## src/rtl/id_queue.sv

```systemverilog
// id_queue: decodes RV32I instructions as they are accepted and buffers the records in a DEPTH-entry FIFO.
// Optional Zicsr decode is compiled in when the ID_ZICSR_EN macro is defined.
module id_queue #(
  parameter int XLEN   = 32,
  parameter int ADDR_W = 32,
  parameter int DEPTH  = 4
) (
  input  logic              clk,
  input  logic              rst,
  input  logic              in_valid,
  output logic              in_ready,
  input  logic [31:0]       inst,
  input  logic [ADDR_W-1:0] inst_addr,
  input  logic              flush,
  output logic              out_valid,
  input  logic              out_ready,
  output logic [ADDR_W-1:0] inst_addr_o,
  output logic [4:0]        rs1_addr_o,
  output logic [4:0]        rs2_addr_o,
  output logic [4:0]        rd_addr_o,
  output logic              rd_we_o,
  output logic [XLEN-1:0]   imm_o,
  output logic [3:0]        op_class_o,
  output logic [2:0]        funct3_o,
  output logic              funct7b5_o,
  output logic              illegal_o,
  output logic [11:0]       csr_addr_o,
  output logic              csr_we_o
);

  localparam int PTR_W = (DEPTH > 1) ? $clog2(DEPTH) : 1;
  localparam logic [PTR_W:0] FULL_CNT = (PTR_W + 1)'(DEPTH);

  localparam logic [6:0] OPC_LUI      = 7'b0110111;
  localparam logic [6:0] OPC_AUIPC    = 7'b0010111;
  localparam logic [6:0] OPC_JAL      = 7'b1101111;
  localparam logic [6:0] OPC_JALR     = 7'b1100111;
  localparam logic [6:0] OPC_BRANCH   = 7'b1100011;
  localparam logic [6:0] OPC_LOAD     = 7'b0000011;
  localparam logic [6:0] OPC_STORE    = 7'b0100011;
  localparam logic [6:0] OPC_OP_IMM   = 7'b0010011;
  localparam logic [6:0] OPC_OP       = 7'b0110011;
  localparam logic [6:0] OPC_MISC_MEM = 7'b0001111;
  localparam logic [6:0] OPC_SYSTEM   = 7'b1110011;

  localparam logic [3:0] CLS_NONE     = 4'd0;
  localparam logic [3:0] CLS_LUI      = 4'd1;
  localparam logic [3:0] CLS_AUIPC    = 4'd2;
  localparam logic [3:0] CLS_JAL      = 4'd3;
  localparam logic [3:0] CLS_JALR     = 4'd4;
  localparam logic [3:0] CLS_BRANCH   = 4'd5;
  localparam logic [3:0] CLS_LOAD     = 4'd6;
  localparam logic [3:0] CLS_STORE    = 4'd7;
  localparam logic [3:0] CLS_OP_IMM   = 4'd8;
  localparam logic [3:0] CLS_OP       = 4'd9;
  localparam logic [3:0] CLS_MISC_MEM = 4'd10;
  localparam logic [3:0] CLS_SYSTEM   = 4'd11;

  localparam logic [31:0] INST_ECALL  = 32'h0000_0073;
  localparam logic [31:0] INST_EBREAK = 32'h0010_0073;
  localparam logic [6:0]  F7_ZERO     = 7'b0000000;
  localparam logic [6:0]  F7_ALT      = 7'b0100000;

  typedef struct packed {
    logic [ADDR_W-1:0] addr;
    logic [4:0]        rs1;
    logic [4:0]        rs2;
    logic [4:0]        rd;
    logic              rd_we;
    logic [XLEN-1:0]   imm;
    logic [3:0]        op_class;
    logic [2:0]        funct3;
    logic              funct7b5;
    logic              illegal;
    logic [11:0]       csr_addr;
    logic              csr_we;
  } rec_t;

  logic [6:0]         opcode_s;
  logic [2:0]         funct3_s;
  logic [6:0]         funct7_s;
  logic [3:0]         cls_s;
  logic               ill_s;
  logic               use_rs1_s;
  logic               use_rs2_s;
  logic               use_rd_s;
  logic               csr_s;
  logic signed [31:0] imm32_s;
  rec_t               rec_s;
  rec_t               head_s;

  rec_t               mem_r [DEPTH];
  logic [PTR_W-1:0]   wr_ptr_r;
  logic [PTR_W-1:0]   rd_ptr_r;
  logic [PTR_W:0]     count_r;
  logic               push_s;
  logic               pop_s;

  // Instruction decode: classify, select operands and build the 32-bit immediate.
  always_comb begin
    opcode_s  = inst[6:0];
    funct3_s  = inst[14:12];
    funct7_s  = inst[31:25];
    cls_s     = CLS_NONE;
    ill_s     = 1'b0;
    use_rs1_s = 1'b0;
    use_rs2_s = 1'b0;
    use_rd_s  = 1'b0;
    csr_s     = 1'b0;
    imm32_s   = 32'sd0;
    case (opcode_s)
      OPC_LUI: begin
        cls_s    = CLS_LUI;
        use_rd_s = 1'b1;
        imm32_s  = {inst[31:12], 12'd0};
      end
      OPC_AUIPC: begin
        cls_s    = CLS_AUIPC;
        use_rd_s = 1'b1;
        imm32_s  = {inst[31:12], 12'd0};
      end
      OPC_JAL: begin
        cls_s    = CLS_JAL;
        use_rd_s = 1'b1;
        imm32_s  = {{12{inst[31]}}, inst[19:12], inst[20], inst[30:21], 1'b0};
      end
      OPC_JALR: begin
        cls_s     = CLS_JALR;
        use_rs1_s = 1'b1;
        use_rd_s  = 1'b1;
        imm32_s   = {{20{inst[31]}}, inst[31:20]};
      end
      OPC_BRANCH: begin
        cls_s     = CLS_BRANCH;
        use_rs1_s = 1'b1;
        use_rs2_s = 1'b1;
        imm32_s   = {{20{inst[31]}}, inst[7], inst[30:25], inst[11:8], 1'b0};
        ill_s     = (funct3_s == 3'b010) || (funct3_s == 3'b011);
      end
      OPC_LOAD: begin
        cls_s     = CLS_LOAD;
        use_rs1_s = 1'b1;
        use_rd_s  = 1'b1;
        imm32_s   = {{20{inst[31]}}, inst[31:20]};
        ill_s     = (funct3_s == 3'b011) || (funct3_s == 3'b110) || (funct3_s == 3'b111);
      end
      OPC_STORE: begin
        cls_s     = CLS_STORE;
        use_rs1_s = 1'b1;
        use_rs2_s = 1'b1;
        imm32_s   = {{20{inst[31]}}, inst[31:25], inst[11:7]};
        ill_s     = (funct3_s > 3'b010);
      end
      OPC_OP_IMM: begin
        cls_s     = CLS_OP_IMM;
        use_rs1_s = 1'b1;
        use_rd_s  = 1'b1;
        imm32_s   = {{20{inst[31]}}, inst[31:20]};
        // Shift-immediates reuse the upper immediate bits as a funct7 qualifier.
        if (funct3_s == 3'b001) begin
          ill_s = (funct7_s != F7_ZERO);
        end else if (funct3_s == 3'b101) begin
          ill_s = (funct7_s != F7_ZERO) && (funct7_s != F7_ALT);
        end else begin
          ill_s = 1'b0;
        end
      end
      OPC_OP: begin
        cls_s     = CLS_OP;
        use_rs1_s = 1'b1;
        use_rs2_s = 1'b1;
        use_rd_s  = 1'b1;
        if (funct7_s == F7_ZERO) begin
          ill_s = 1'b0;
        end else if (funct7_s == F7_ALT) begin
          ill_s = !((funct3_s == 3'b000) || (funct3_s == 3'b101));
        end else begin
          ill_s = 1'b1;
        end
      end
      OPC_MISC_MEM: begin
        cls_s = CLS_MISC_MEM;
      end
      OPC_SYSTEM: begin
        cls_s = CLS_SYSTEM;
        if ((inst == INST_ECALL) || (inst == INST_EBREAK)) begin
          ill_s = 1'b0;
        end else begin
`ifdef ID_ZICSR_EN
          if ((funct3_s != 3'b000) && (funct3_s != 3'b100)) begin
            csr_s    = 1'b1;
            use_rd_s = 1'b1;
            // Immediate CSR forms carry a zero-extended uimm in the rs1 field.
            if (funct3_s[2]) begin
              imm32_s = {27'd0, inst[19:15]};
            end else begin
              use_rs1_s = 1'b1;
            end
          end else begin
            ill_s = 1'b1;
          end
`else
          ill_s = 1'b1;
`endif
        end
      end
      default: begin
        ill_s = 1'b1;
      end
    endcase
    if (inst[1:0] != 2'b11) begin
      ill_s = 1'b1;
    end else begin
      ill_s = ill_s;
    end
  end

  // Record assembly: an illegal instruction keeps only its PC and raw funct fields.
  always_comb begin
    rec_s          = '0;
    rec_s.addr     = inst_addr;
    rec_s.funct3   = funct3_s;
    rec_s.funct7b5 = inst[30];
    rec_s.illegal  = ill_s;
    if (!ill_s) begin
      rec_s.op_class = cls_s;
      rec_s.rs1      = use_rs1_s ? inst[19:15] : 5'd0;
      rec_s.rs2      = use_rs2_s ? inst[24:20] : 5'd0;
      rec_s.rd       = use_rd_s ? inst[11:7] : 5'd0;
      rec_s.rd_we    = use_rd_s && (inst[11:7] != 5'd0);
      rec_s.imm      = XLEN'(imm32_s);
      rec_s.csr_addr = csr_s ? inst[31:20] : 12'd0;
      rec_s.csr_we   = csr_s && ((funct3_s[1:0] == 2'b01) || (inst[19:15] != 5'd0));
    end else begin
      rec_s.op_class = CLS_NONE;
    end
  end

  assign in_ready  = (count_r != FULL_CNT);
  assign out_valid = (count_r != '0);
  assign push_s    = in_valid && in_ready && !flush;
  assign pop_s     = out_valid && out_ready && !flush;

  // FIFO pointers and occupancy; flush clears everything and discards that cycle's traffic.
  always_ff @(posedge clk or negedge rst) begin
    if (!rst) begin
      wr_ptr_r <= '0;
      rd_ptr_r <= '0;
      count_r  <= '0;
    end else if (flush) begin
      wr_ptr_r <= '0;
      rd_ptr_r <= '0;
      count_r  <= '0;
    end else begin
      if (push_s) begin
        wr_ptr_r <= wr_ptr_r + PTR_W'(1);
      end
      if (pop_s) begin
        rd_ptr_r <= rd_ptr_r + PTR_W'(1);
      end
      case ({push_s, pop_s})
        2'b10:   count_r <= count_r + (PTR_W + 1)'(1);
        2'b01:   count_r <= count_r - (PTR_W + 1)'(1);
        default: count_r <= count_r;
      endcase
    end
  end

  // Record storage, written with the decoded record at push time.
  always_ff @(posedge clk or negedge rst) begin
    if (!rst) begin
      for (int i = 0; i < DEPTH; i++) begin
        mem_r[i] <= '0;
      end
    end else if (push_s) begin
      mem_r[wr_ptr_r] <= rec_s;
    end
  end

  // Head presentation, forced to zero while the queue is empty.
  always_comb begin
    head_s = '0;
    if (out_valid) begin
      head_s = mem_r[rd_ptr_r];
    end else begin
      head_s = '0;
    end
  end

  assign inst_addr_o = head_s.addr;
  assign rs1_addr_o  = head_s.rs1;
  assign rs2_addr_o  = head_s.rs2;
  assign rd_addr_o   = head_s.rd;
  assign rd_we_o     = head_s.rd_we;
  assign imm_o       = head_s.imm;
  assign op_class_o  = head_s.op_class;
  assign funct3_o    = head_s.funct3;
  assign funct7b5_o  = head_s.funct7b5;
  assign illegal_o   = head_s.illegal;
  assign csr_addr_o  = head_s.csr_addr;
  assign csr_we_o    = head_s.csr_we;

endmodule

```

## config.mk

```make
export PLATFORM = sky130hd
export DESIGN_NAME = id_queue
export DESIGN_NICKNAME = d
export VERILOG_FILES = /design/src/rtl/id_queue.sv
export SDC_FILE = /design/constraint.sdc
export NUM_CORES = 1
export LEC_CHECK = 0
export CORE_UTILIZATION = 52
export CTS_CLUSTER_DIAMETER = 40
export DETAILED_ROUTE_END_ITERATION = 16
export HOLD_SLACK_MARGIN = 0.12
export PLACE_DENSITY_LB_ADDON = 0.12
export REMOVE_ABC_BUFFERS = 1
export SETUP_SLACK_MARGIN = 0.1
export SYNTH_ARGS = -nofsm -noshare
export SYNTH_HDL_FRONTEND = slang
export SYNTH_SLANG_ARGS = --single-unit
```

## constraint.sdc

```tcl
create_clock -name clk -period 2.5 [get_ports clk]
set_input_delay 0.375 -clock clk [delete_from_list [all_inputs] [get_ports clk]]
set_output_delay 0.375 -clock clk [all_outputs]
set_load 0.02 [all_outputs]
```

---- After elaboration in Yosys (flattened, before gate mapping) ----
Index checks and enable logic that the tools add are counted.
word-level totals
  bits in registers ....................... 415
  output and inout bits ................... 104
  word-level logic and storage cells ...... 144
cells by class
  $add $sub $neg .......................... 4
  order comparisons ....................... 4
  equal/unequal tests ..................... 25
  mux-type cells .......................... 30
  bitwise logic cells ..................... 2
  reductions and logical operators ........ 28
operator list
  operator                number
  $bwmux W408             1
  $mux W102               4
  $bmux W102 S2           1
  $demux W102 S2          1
  $pmux W32 S5            1
  $mux W48                1
  $pmux W4 S11            1
  $eq A32 B21 Y1 const B  1
  $eq A32 B7 Y1 const B   1
  $eq A7 B6 Y1 const B    4
  $eq A7 B7 Y1 const B    4
  $mux W5                 3
  $eq A7 B5 Y1 const B    2
  $eq A3 B3 Y1 const B    3
  $mux W1                 9
  $mux W2                 4
  $eq A7 B2 Y1 const B    1
  $eq A7 B4 Y1 const B    1
  $logic_and A1 B1 Y1     7
  $logic_not A7 Y1        1
  $ne A7 B6 Y1 const B    1
  $pmux W1 S7             1
  $reduce_bool A7 Y1      1
  $reduce_or A7 Y1        1
  26 further kinds        38

---- Longest topological paths before layout ----
Gate-level depths: netlist of run 1.
  depth after elaboration ................. 9
  gate-level depth with buffers ........... 9

---- Worst setup path before layout of run 1 ----
Ideal clock, no wire load.
  path kind ............................... flip-flop to flip-flop
  from .................................... register count_r[0]
  to ...................................... register mem_r[230] (netlist name)
  data arrival time ....................... 2.301 ns
  setup slack ............................. 0.075 ns
  stages on the path, launching flop included .. 7
  buffers on the path ..................... 2
  period minus slack after synthesis ...... 2.425 ns
  path through ............................ dfrtp_1 -> or3b_2 -> nor3b_1 -> nand2_1 -> buf_1 -> clkbuf_1 -> mux2_2
on the way
  cells in the longest elaborated chain, start to end .. 3
ends and longest elaborated chain
  item                               RTL line  source
  from (decl)                        95        logic [PTR_W:0] count_r;
  from (signal assigned)             262       2'b10: count_r <= count_r + (PTR_W + 1)'(1);
  from (signal assigned)             263       2'b01: count_r <= count_r - (PTR_W + 1)'(1);
  from (signal assigned)             264       default: count_r <= count_r;
  $ne A3 B3 Y1                       239       assign in_ready = (count_r != FULL_CNT);
  via in_ready                       11        output logic in_ready,
  $logic_and A1 B1 Y1 (2 in series)  241       assign push_s = in_valid && in_ready && !flush;
  to (signal, indexed assignment)    276       mem_r[wr_ptr_r] <= rec_s;
  to (decl)                          92        rec_t mem_r [DEPTH];
The timed path passes the listed nets, and every way through them passes these cells.
A chain may end at the register's enable or synchronous reset.

---- Worst setup path in the final report of run 1 ----
  from .................................... register rd_ptr_r[0]
  to ...................................... output rd_addr_o[3]
on the way
  cells in the longest elaborated chain, start to end .. 5
ends and longest elaborated chain
  item                                           RTL line  source
  from (decl)                                    94        logic [PTR_W-1:0] rd_ptr_r;
  from (signal assigned)                         259       rd_ptr_r <= rd_ptr_r + PTR_W'(1);
  $not A2 Y3 (implied by the code)               284       head_s = mem_r[rd_ptr_r];
  $bmux W102 S2                                  284
  $mux W102 (implied by the code) (2 in series)  284
  $mux W102                                      283       if (out_valid) begin
  to (decl)                                      20        output logic [4:0] rd_addr_o,
Every way passes these cells. The select of a mux whose other input is x is not followed.

==> results of run 1 <==
layout by cell type, fill, tap and decap left out, types with 24 or more instances in the layout:
| cell type | instances |
|---|---|
| dfrtp_1 | 360 |
| mux2_2 | 247 |
| buf_4 | 98 |
| buf_6 | 92 |
| mux4_2 | 89 |
| nand2_1 | 89 |
| and2_4 | 86 |
| clkdlybuf4s50_1 | 67 |
| clkbuf_16 | 53 |
| a32o_1 | 48 |
| o31ai_1 | 46 |
| buf_12 | 38 |
| nor2_1 | 24 |
through the flow:
stage	util	std cells	total power [mW]	setup WS, ns
6_report	0.700	2015	22.2	-0.119
5_1_grt	0.700	2015	23.2	-0.176
4_1_cts	0.694	2016	22.1	-0.183
3_5_place_dp	0.626	1906	13.7	-0.375
3_3_place_gp	0.626	1906	13.5	-0.324
2_1_floorplan	-	1172	11.0	-2.28
layout make-up:
cell class                      count  share of cell area
Tap cell                          442              0.0241
Clock buffer                       62              0.0614
Multi-Input combinational cell    802               0.352
Sequential cell                   363               0.396
Timing Repair Buffer              309               0.148
Inverter                            7             0.00114
Clock inverter                     30              0.0176
metal layers:
metal  vias up  wire length [um]  global-route usage
met5         -                 0                   0
met4         0               826              0.0783
met2       306             21500               0.442
met3        61              2060              0.0415
met1      6228             19300               0.372
li1       5266                 -                   -
worst max-delay path, cell delays in order, from the launching register on:
cell and delay (ns):
dfrtp_4 0.49, buf_12 0.18, buf_12 0.12, buf_16 0.12
mux4_2 0.50, and2_4 0.15, buf_6 0.12
timing repair:
action,in CTS,in global routing
resized for setup,553,94
hold buffers,1,0
endpoints found under the setup margin,92,218
endpoints found under the hold margin,67,0
buffers inserted,12,1
cloned,5,1
pin swaps,30,4
cell families after synthesis:
kind of cell / after synthesis
DFF: 363
xor gates and xnor gates: 6
and+or+nand+nor: 270
AOI/OAI and AO/OA: 165
buffers and inverters: 125
muxes: 343
adders and majority gates: 5
other: 1
report_power, final:
group	leakage [nW]	internal, mW	switching, mW
sequential	4.84	7.01	0.558
clock	0.884	4.79	2.76
combinational	4.62	4.05	3.06
total	10.3	15.8	6.37
final timing paths:
check | slack (ns) | depth (start not counted) | end | from
worst max-delay path | -0.12 | 6 | rd_addr_o[3] | rd_ptr_r[0]$_DFFE_PN0P_
worst min-delay path | 0.43 | 2 | mem_r[400]$_DFFE_PN0P_ | rst
worst max register to register | 0.20 | 6 | mem_r[176]$_DFFE_PN0P_ | count_r[1]$_DFFE_PN0P_
worst min register to register | 0.47 | 2 | mem_r[66]$_DFFE_PN0P_ | mem_r[66]$_DFFE_PN0P_
max in group asynchronous | 1.28 | 3 | mem_r[295]$_DFFE_PN0P_ | rst
min in group clk | 0.47 | 2 | mem_r[66]$_DFFE_PN0P_ | mem_r[66]$_DFFE_PN0P_
sequential cells by signal, indices dropped and copies added, names as in the netlist:
| name | count |
|---|---|
| rd_ptr_r | 2 |
| count_r | 3 |
| wr_ptr_r | 2 |
| mem_r | 356 |
==> flow_metrics.env, run 1 <==
export IMPL_status="finished, violations left"
export IMPL_violations="setup timing"
export IMPL_fin_nets=1607
export IMPL_synthFlopType="dfrtp_1"
export IMPL_finalInstanceArea_sq_um=23000
export IMPL_synth_cells=1278
export IMPL_power_density_nw_per_um2=968
export IMPL_io_pins=173
export IMPL_critPathKind="flip-flop to output port"
export IMPL_syn_area_per_cell_sq_um=13.6
export IMPL_die_w_um=185
export IMPL_syn_area_sq_um=17400
export IMPL_grt_pass1_wl_um=70700
export IMPL_crit_fanout=7
export IMPL_ant_nets=0
export IMPL_firstDrtPassIters=4
export IMPL_drt_initial_drc_count=815
export IMPL_synth_mux_area_frac=0.279
export IMPL_hold_viol_final=0
export IMPL_wl_per_cell_um=21.7
export IMPL_rows=66
export IMPL_insertion_delay_ns=0.56
export IMPL_endpoint_kind="output port"
export IMPL_seq_area_frac_synth=0.521
export IMPL_ys_seq_elements=363
export IMPL_cts_path_max_buffers=3
export IMPL_grt_antenna_before_repair=0
export IMPL_cts_made_buffers=50
export IMPL_drc=0
export IMPL_hpwl_um=28600
export IMPL_hold_class="primary input to async pin"
export IMPL_tns_ns=-3.77
export IMPL_drive_above_1_share=0.500
export IMPL_synth_xor_xnor_area_share=0.00302
export IMPL_yosys_warnings=0
export IMPL_yosys_area_share_simple=0.0828
export IMPL_vias=11900
export IMPL_grt_pass1_vias=12600
export IMPL_dpl_cell_area_sq_um=20500
export IMPL_finalCritPeriodShare=1.05
export IMPL_diodes=0
export IMPL_ctsHtreeMaxLevel=2
export IMPL_syn_to_final_growth_pct=31.7
export IMPL_chipHeight_um=185
export IMPL_slew_headroom=0.542
export IMPL_fin_ws_ns=-0.119
export IMPL_path_clk_slew_ns=0.06
export IMPL_vdd_ir_drop_max_uv=763
export IMPL_io_buffers=159
export IMPL_grt_max_degree=81
export IMPL_core_area_sq_um=32800
export IMPL_fmax_ghz=0.382
export IMPL_initial_core_util=0.532
export IMPL_grt_use_total=0.269
export IMPL_rsz0062_at_grt="yes"
export IMPL_crit_path_start_kind="flip-flop"
export IMPL_synth_top_cells_by_count="363 x dfrtp_1, 247 x mux2_2, 94 x nand2_1, 92 x and2_1, 89 x mux4_2"
export IMPL_synth_top_area_cell="dfrtp_1"
export IMPL_regArea_sq_um=9090
export IMPL_synth_adder_area_share=0.00402
export IMPL_via_per_inst=5.89
export IMPL_synth_edf_count=0
export IMPL_synth_compound_area_frac=0.0765
export IMPL_asyncSetResetFlopFracSynth=1.00
export IMPL_cts_root_buf="clkbuf_16"
export IMPL_drv_cap=0
export IMPL_worstPathRequired_ns=2.12
export IMPL_crit_arrival_ns=2.24
export IMPL_finalSetupViolations=74
export IMPL_leakage_nw=10.3
export IMPL_fin_crit_ns=2.62
export IMPL_cts_tree="done"
export IMPL_skew_ns=0.0158
export IMPL_whs_ns=0.425
export IMPL_synth_top_area_share=0.521
export IMPL_synth_most_common_cell="dfrtp_1"
export IMPL_multi_input_area_sq_um=8080
export IMPL_synthDistinctLibCells=64
export IMPL_cts_sinks=363
export IMPL_yosys_top_cells_area="dfrtp_1 52%, mux2_2 16%, mux4_2 12%"
export IMPL_nFillCells=2282
export IMPL_grt_ovfl_total=0
export IMPL_gp_congestion=0.910
export IMPL_wl_um=43700
export IMPL_drv_slew=0
export IMPL_tightest_slew_ns=0.687
export IMPL_synth_top_family_by_area="multiplexers"
export IMPL_die_area_sq_um=34300
Note: power is estimated with default switching activity, not from simulation.
==> run 2: changes to the inputs <==
CTS_CLUSTER_SIZE = 16   (was default)
==> flow_metrics.env, run 2 (synthesis results as in run 1) <==
export IMPL_cts_path_max_buffers=3
export IMPL_ctsHtreeMaxLevel=2
export IMPL_cts_made_buffers=48
export IMPL_io_buffers=159
export IMPL_tightest_slew_ns=0.679
export IMPL_drv_cap=0
export IMPL_finalSetupViolations=69
export IMPL_grt_use_total=0.269
export IMPL_vdd_ir_drop_max_uv=785
export IMPL_cts_root_buf="clkbuf_16"
export IMPL_grt_pass1_wl_um=70500
export IMPL_finalCritPeriodShare=1.05
export IMPL_drive_above_1_share=0.500
export IMPL_hold_viol_final=0
export IMPL_crit_path_start_kind="flip-flop"
export IMPL_fin_ws_ns=-0.123
export IMPL_slew_headroom=0.547
export IMPL_largest_reg_flops=356
export IMPL_drv_slew=0
export IMPL_grt_ovfl_total=0
export IMPL_path_clk_slew_ns=0.06
export IMPL_cts_sinks=363
export IMPL_via_per_inst=5.89
export IMPL_fmax_ghz=0.381
export IMPL_final_common_cell="dfrtp_1"
export IMPL_finalCoreUtilization=0.696
export IMPL_syn_to_final_growth_pct=30.9
export IMPL_wl_um=43500
export IMPL_cts_tree="done"
export IMPL_skew_ns=0.0220
export IMPL_layout_common_cells="360 x dfrtp_1, 247 x mux2_2, 99 x buf_4, 92 x buf_6"
export IMPL_grt_pass1_vias=12600
export IMPL_wl_per_cell_um=21.6
export IMPL_leakage_nw=10.3
export IMPL_fin_crit_ns=2.62
export IMPL_power_density_nw_per_um2=951
export IMPL_multi_input_area_sq_um=8080
export IMPL_grt_antenna_before_repair=0
export IMPL_core_area_sq_um=32800
export IMPL_vias=11800
export IMPL_grt_max_degree=81
export IMPL_drc=0
export IMPL_regArea_sq_um=9090
export IMPL_endpoint_kind="output port"
export IMPL_crit_fanout=6
export IMPL_nFillCells=2305
export IMPL_status="finished, violations left"
export IMPL_insertion_delay_ns=0.56
export IMPL_firstDrtPassIters=5
export IMPL_drt_initial_drc_count=796
export IMPL_gp_congestion=0.910
export IMPL_rows=66
export IMPL_crit_arrival_ns=2.25
export IMPL_initial_core_util=0.532
export IMPL_regMostFlops="mem_r"
export IMPL_io_pins=173
export IMPL_ant_nets=0
export IMPL_chipHeight_um=185
export IMPL_worstPathRequired_ns=2.12
export IMPL_fin_nets=1606
export IMPL_p_total_mw=21.7
export IMPL_hold_class="primary input to async pin"
export IMPL_rsz0062_at_grt="yes"
export IMPL_die_w_um=185
export IMPL_die_area_sq_um=34300
export IMPL_critPathKind="flip-flop to output port"
export IMPL_violations="setup timing"
export IMPL_place_ws_ns=-0.375
export IMPL_hpwl_um=28600
export IMPL_diodes=0
export IMPL_top_regs="mem_r (356), count_r (3)"
[run 2: changes by cell type in the layout (fill, tap and decap cells not counted), sizes merged]
cell	before	now
clkbuf	62	54
inv	17	25
bufinv	7	4
clkinv	10	8
clkdlybuf4s15	0	1
[run 2: area by class of cell]
type | instances | share of cell area
clock buffers | 54 | 0.0559
inverters | 7 | 0.00115
flip-flops and latches | 363 | 0.399
repair buffers | 310 | 0.149
multi-input cells | 802 | 0.354
clock inverters | 33 | 0.0168
well taps | 442 | 0.0242
[run 2: through the flow]
step,setup TNS [ns],hold WS (ns),std cells,area (sq um)
3_5_place_dp,-64.31,0.430,1906,20500
6_report,-3.47,0.427,2011,22800
2_1_floorplan,-688.70,0.0794,1172,16900
5_1_grt,-7.78,0.464,2011,22800
3_3_place_gp,-55.01,0.425,1906,20500
4_1_cts,-8.35,0.449,2011,22800
[run 2: worst max-delay path, cell delays in order (launching register included)]
cell and delay, ns:
dfrtp_4 0.49, buf_12 0.17, buf_6 0.11, buf_12 0.11, mux4_2 0.52, and2_4 0.16
buf_6 0.12
[run 2: timing repair]
action / CTS / global route
setup endpoints to repair: 92 / 247
hold endpoints to repair: 67 / 0
hold buffers: 1 / 0
setup buffers: 12 / 2
pin swaps: 29 / 4
gates resized for setup: 642 / 6
cloned: 5 / 1
[run 2: final timing paths]
kind / from / endpoint / slack, ns / depth (start not counted)
min in group clk: mem_r[162]$_DFFE_PN0P_ / mem_r[162]$_DFFE_PN0P_ / 0.47 / 2
max in group asynchronous: rst / mem_r[295]$_DFFE_PN0P_ / 1.27 / 3
max: rd_ptr_r[0]$_DFFE_PN0P_ / rs2_addr_o[3] / -0.12 / 6
min reg2reg: mem_r[162]$_DFFE_PN0P_ / mem_r[162]$_DFFE_PN0P_ / 0.47 / 2
min: rst / mem_r[298]$_DFFE_PN0P_ / 0.43 / 2
max reg2reg: count_r[1]$_DFFE_PN0P_ / mem_r[176]$_DFFE_PN0P_ / 0.21 / 6
[run 2: metal layers]
metal | up-vias | track usage | part of all wire | routed length (um)
li1 | 5264 | - | - | -
met1 | 6192 | 0.367 | 0.43 | 18800
met2 | 309 | 0.436 | 0.49 | 21200
met3 | 81 | 0.0480 | 0.053 | 2320
met4 | 0 | 0.0883 | 0.027 | 1190
met5 | - | 0 | 0 | 0
[run 2: power breakdown]
part | internal, mW | switching (mW) | total, mW
sequential | 7.01 | 0.561 | 7.57
combinational | 4.06 | 3.05 | 7.11
clock | 4.21 | 2.82 | 7.02
total | 15.3 | 6.43 | 21.7
==> run 3: changes to the inputs <==
REMOVE_ABC_BUFFERS = default   (was 1)
clock period = 2.4 ns   (was 2.5 ns; I/O delays follow)
==> flow_metrics.env, run 3 (synthesis results as in run 1) <==
export IMPL_status="finished, violations left"
export IMPL_violations="setup timing"
export IMPL_skew_ns=0.0184
export IMPL_fin_cells=2064
export IMPL_cts_sinks=363
export IMPL_fin_nets=1662
export IMPL_vdd_ir_drop_max_uv=633
export IMPL_cp_num_buf_inv=4
export IMPL_insertion_delay_ns=0.55
export IMPL_gp_congestion=0.944
export IMPL_worstPathRequired_ns=2.04
export IMPL_cts_tree="done"
export IMPL_finalSetupViolations=88
export IMPL_grt_ovfl_total=0
export IMPL_fin_crit_ns=2.59
export IMPL_slew_headroom=0.656
export IMPL_ctsHtreeMaxLevel=2
export IMPL_core_area_sq_um=32800
export IMPL_cts_root_buf="clkbuf_16"
export IMPL_endpoint_kind="output port"
export IMPL_die_w_um=185
export IMPL_firstDrtPassIters=5
export IMPL_final_common_cell="dfrtp_1"
export IMPL_syn_to_final_growth_pct=33.1
export IMPL_fin_ws_ns=-0.192
export IMPL_drt_initial_drc_count=658
export IMPL_diodes=0
export IMPL_via_per_inst=5.88
export IMPL_critPathKind="flip-flop to output port"
export IMPL_crit_arrival_ns=2.23
export IMPL_drive_above_1_share=0.502
export IMPL_die_area_sq_um=34300
export IMPL_nFillCells=2296
export IMPL_drv_slew=0
export IMPL_whs_ns=0.320
export IMPL_layout_common_cells="361 x dfrtp_1, 246 x mux2_2, 144 x buf_4, 89 x mux4_2, 89 x nand2_1"
export IMPL_cp_top_family="buffers and inverters"
export IMPL_cts_path_max_buffers=3
export IMPL_finalCritPeriodShare=1.08
export IMPL_initial_core_util=0.532
export IMPL_drc=0
export IMPL_largest_reg_flops=356
export IMPL_wl_um=44900
export IMPL_crit_fanout=8
export IMPL_cts_made_buffers=45
export IMPL_fmax_ghz=0.386
export IMPL_drv_cap=0
export IMPL_tightest_slew_ns=0.515
export IMPL_grt_pass1_vias=12600
export IMPL_leakage_nw=10.5
export IMPL_grt_antenna_before_repair=0
export IMPL_cpMaxStageDelayCell="mux4_2"
export IMPL_top_regs="mem_r (356), count_r (3)"
export IMPL_io_pins=173
export IMPL_vias=12100
export IMPL_path_clk_slew_ns=0.06
export IMPL_finalCoreUtilization=0.708
export IMPL_regMostFlops="mem_r"
export IMPL_rsz0062_at_grt="yes"
export IMPL_wl_per_cell_um=21.8
export IMPL_crit_top_cell="buf_12"
export IMPL_grt_use_total=0.269
export IMPL_grt_max_degree=57
export IMPL_hold_class="primary input to async pin"
export IMPL_ant_nets=0
export IMPL_grt_pass1_wl_um=70200
export IMPL_hold_viol_final=0
export IMPL_io_buffers=159
export IMPL_crit_path_start_kind="flip-flop"
export IMPL_critPathMaxStageDelay_ns=0.52
export IMPL_numPlacedInstances=1943
export IMPL_power_density_nw_per_um2=964
export IMPL_hpwl_um=29300
export IMPL_chipHeight_um=185
export IMPL_rows=66
export IMPL_path_cells="buf_12 -> buf_12 -> buf_16 -> mux4_2 -> and2_4 -> buf_6"
[run 3: final timing paths]
check | start | endpoint | slack (ns) | cells past startpoint
max | rd_ptr_r[0]$_DFFE_PN0P_ | rs2_addr_o[2] | -0.19 | 6
min | rst | mem_r[398]$_DFFE_PN0P_ | 0.32 | 2
max reg2reg | count_r[0]$_DFFE_PN0P_ | mem_r[180]$_DFFE_PN0P_ | 0.17 | 8
min reg2reg | mem_r[325]$_DFFE_PN0P_ | mem_r[325]$_DFFE_PN0P_ | 0.47 | 2
max in group asynchronous | rst | rd_ptr_r[0]$_DFFE_PN0P_ | 1.30 | 3
min in group clk | mem_r[325]$_DFFE_PN0P_ | mem_r[325]$_DFFE_PN0P_ | 0.47 | 2
[run 3: power by group]
group          switching (mW)  internal [mW]  total, mW
sequential              0.578           7.30       7.87
clock                    2.72           4.24       6.96
combinational            3.20           4.33       7.53
[run 3: through the flow]
step                TNS (ns)  setup WS, ns  instance area, sq um  total power, mW
global placement      -64.69        -0.381                 20700             13.9
finish                -11.38        -0.192                 23200             22.4
CTS                   -16.34        -0.335                 22900             22.1
detailed placement    -66.59        -0.389                 20700             14.1
global route          -16.18        -0.243                 23200             23.4
floorplan                  0         0.128                 17500             11.7
[run 3: layer usage]
metal	track usage	up-vias	routed length [um]	share of wire
met5	0	-	0	0
met4	0.0826	0	1060	0.023
met3	0.0378	77	2300	0.051
met2	0.455	379	22600	0.50
met1	0.360	6311	18900	0.42
li1	-	5361	-	-
[run 3: cell type report]
| class | count | area (sq um) | area share |
|---|---|---|---|
| timing repair buffer | 369 | 3910 | 0.168 |
| sequential | 363 | 9090 | 0.392 |
| clock buffer | 55 | 1230 | 0.0528 |
| clock inverter | 26 | 327 | 0.0141 |
| inverter | 7 | 26.3 | 0.00113 |
| multi-input combinational | 802 | 8070 | 0.348 |
| tap | 442 | 553 | 0.0238 |
[run 3: timing repair]
item / CTS / global route
buffers inserted: 13 / 17
endpoints found under the hold margin: 55 / 0
pin swaps: 3 / 5
setup endpoints to repair: 98 / 154
gates resized for setup: 497 / 119
hold buffers: 1 / 0
cloned: 9 / 2
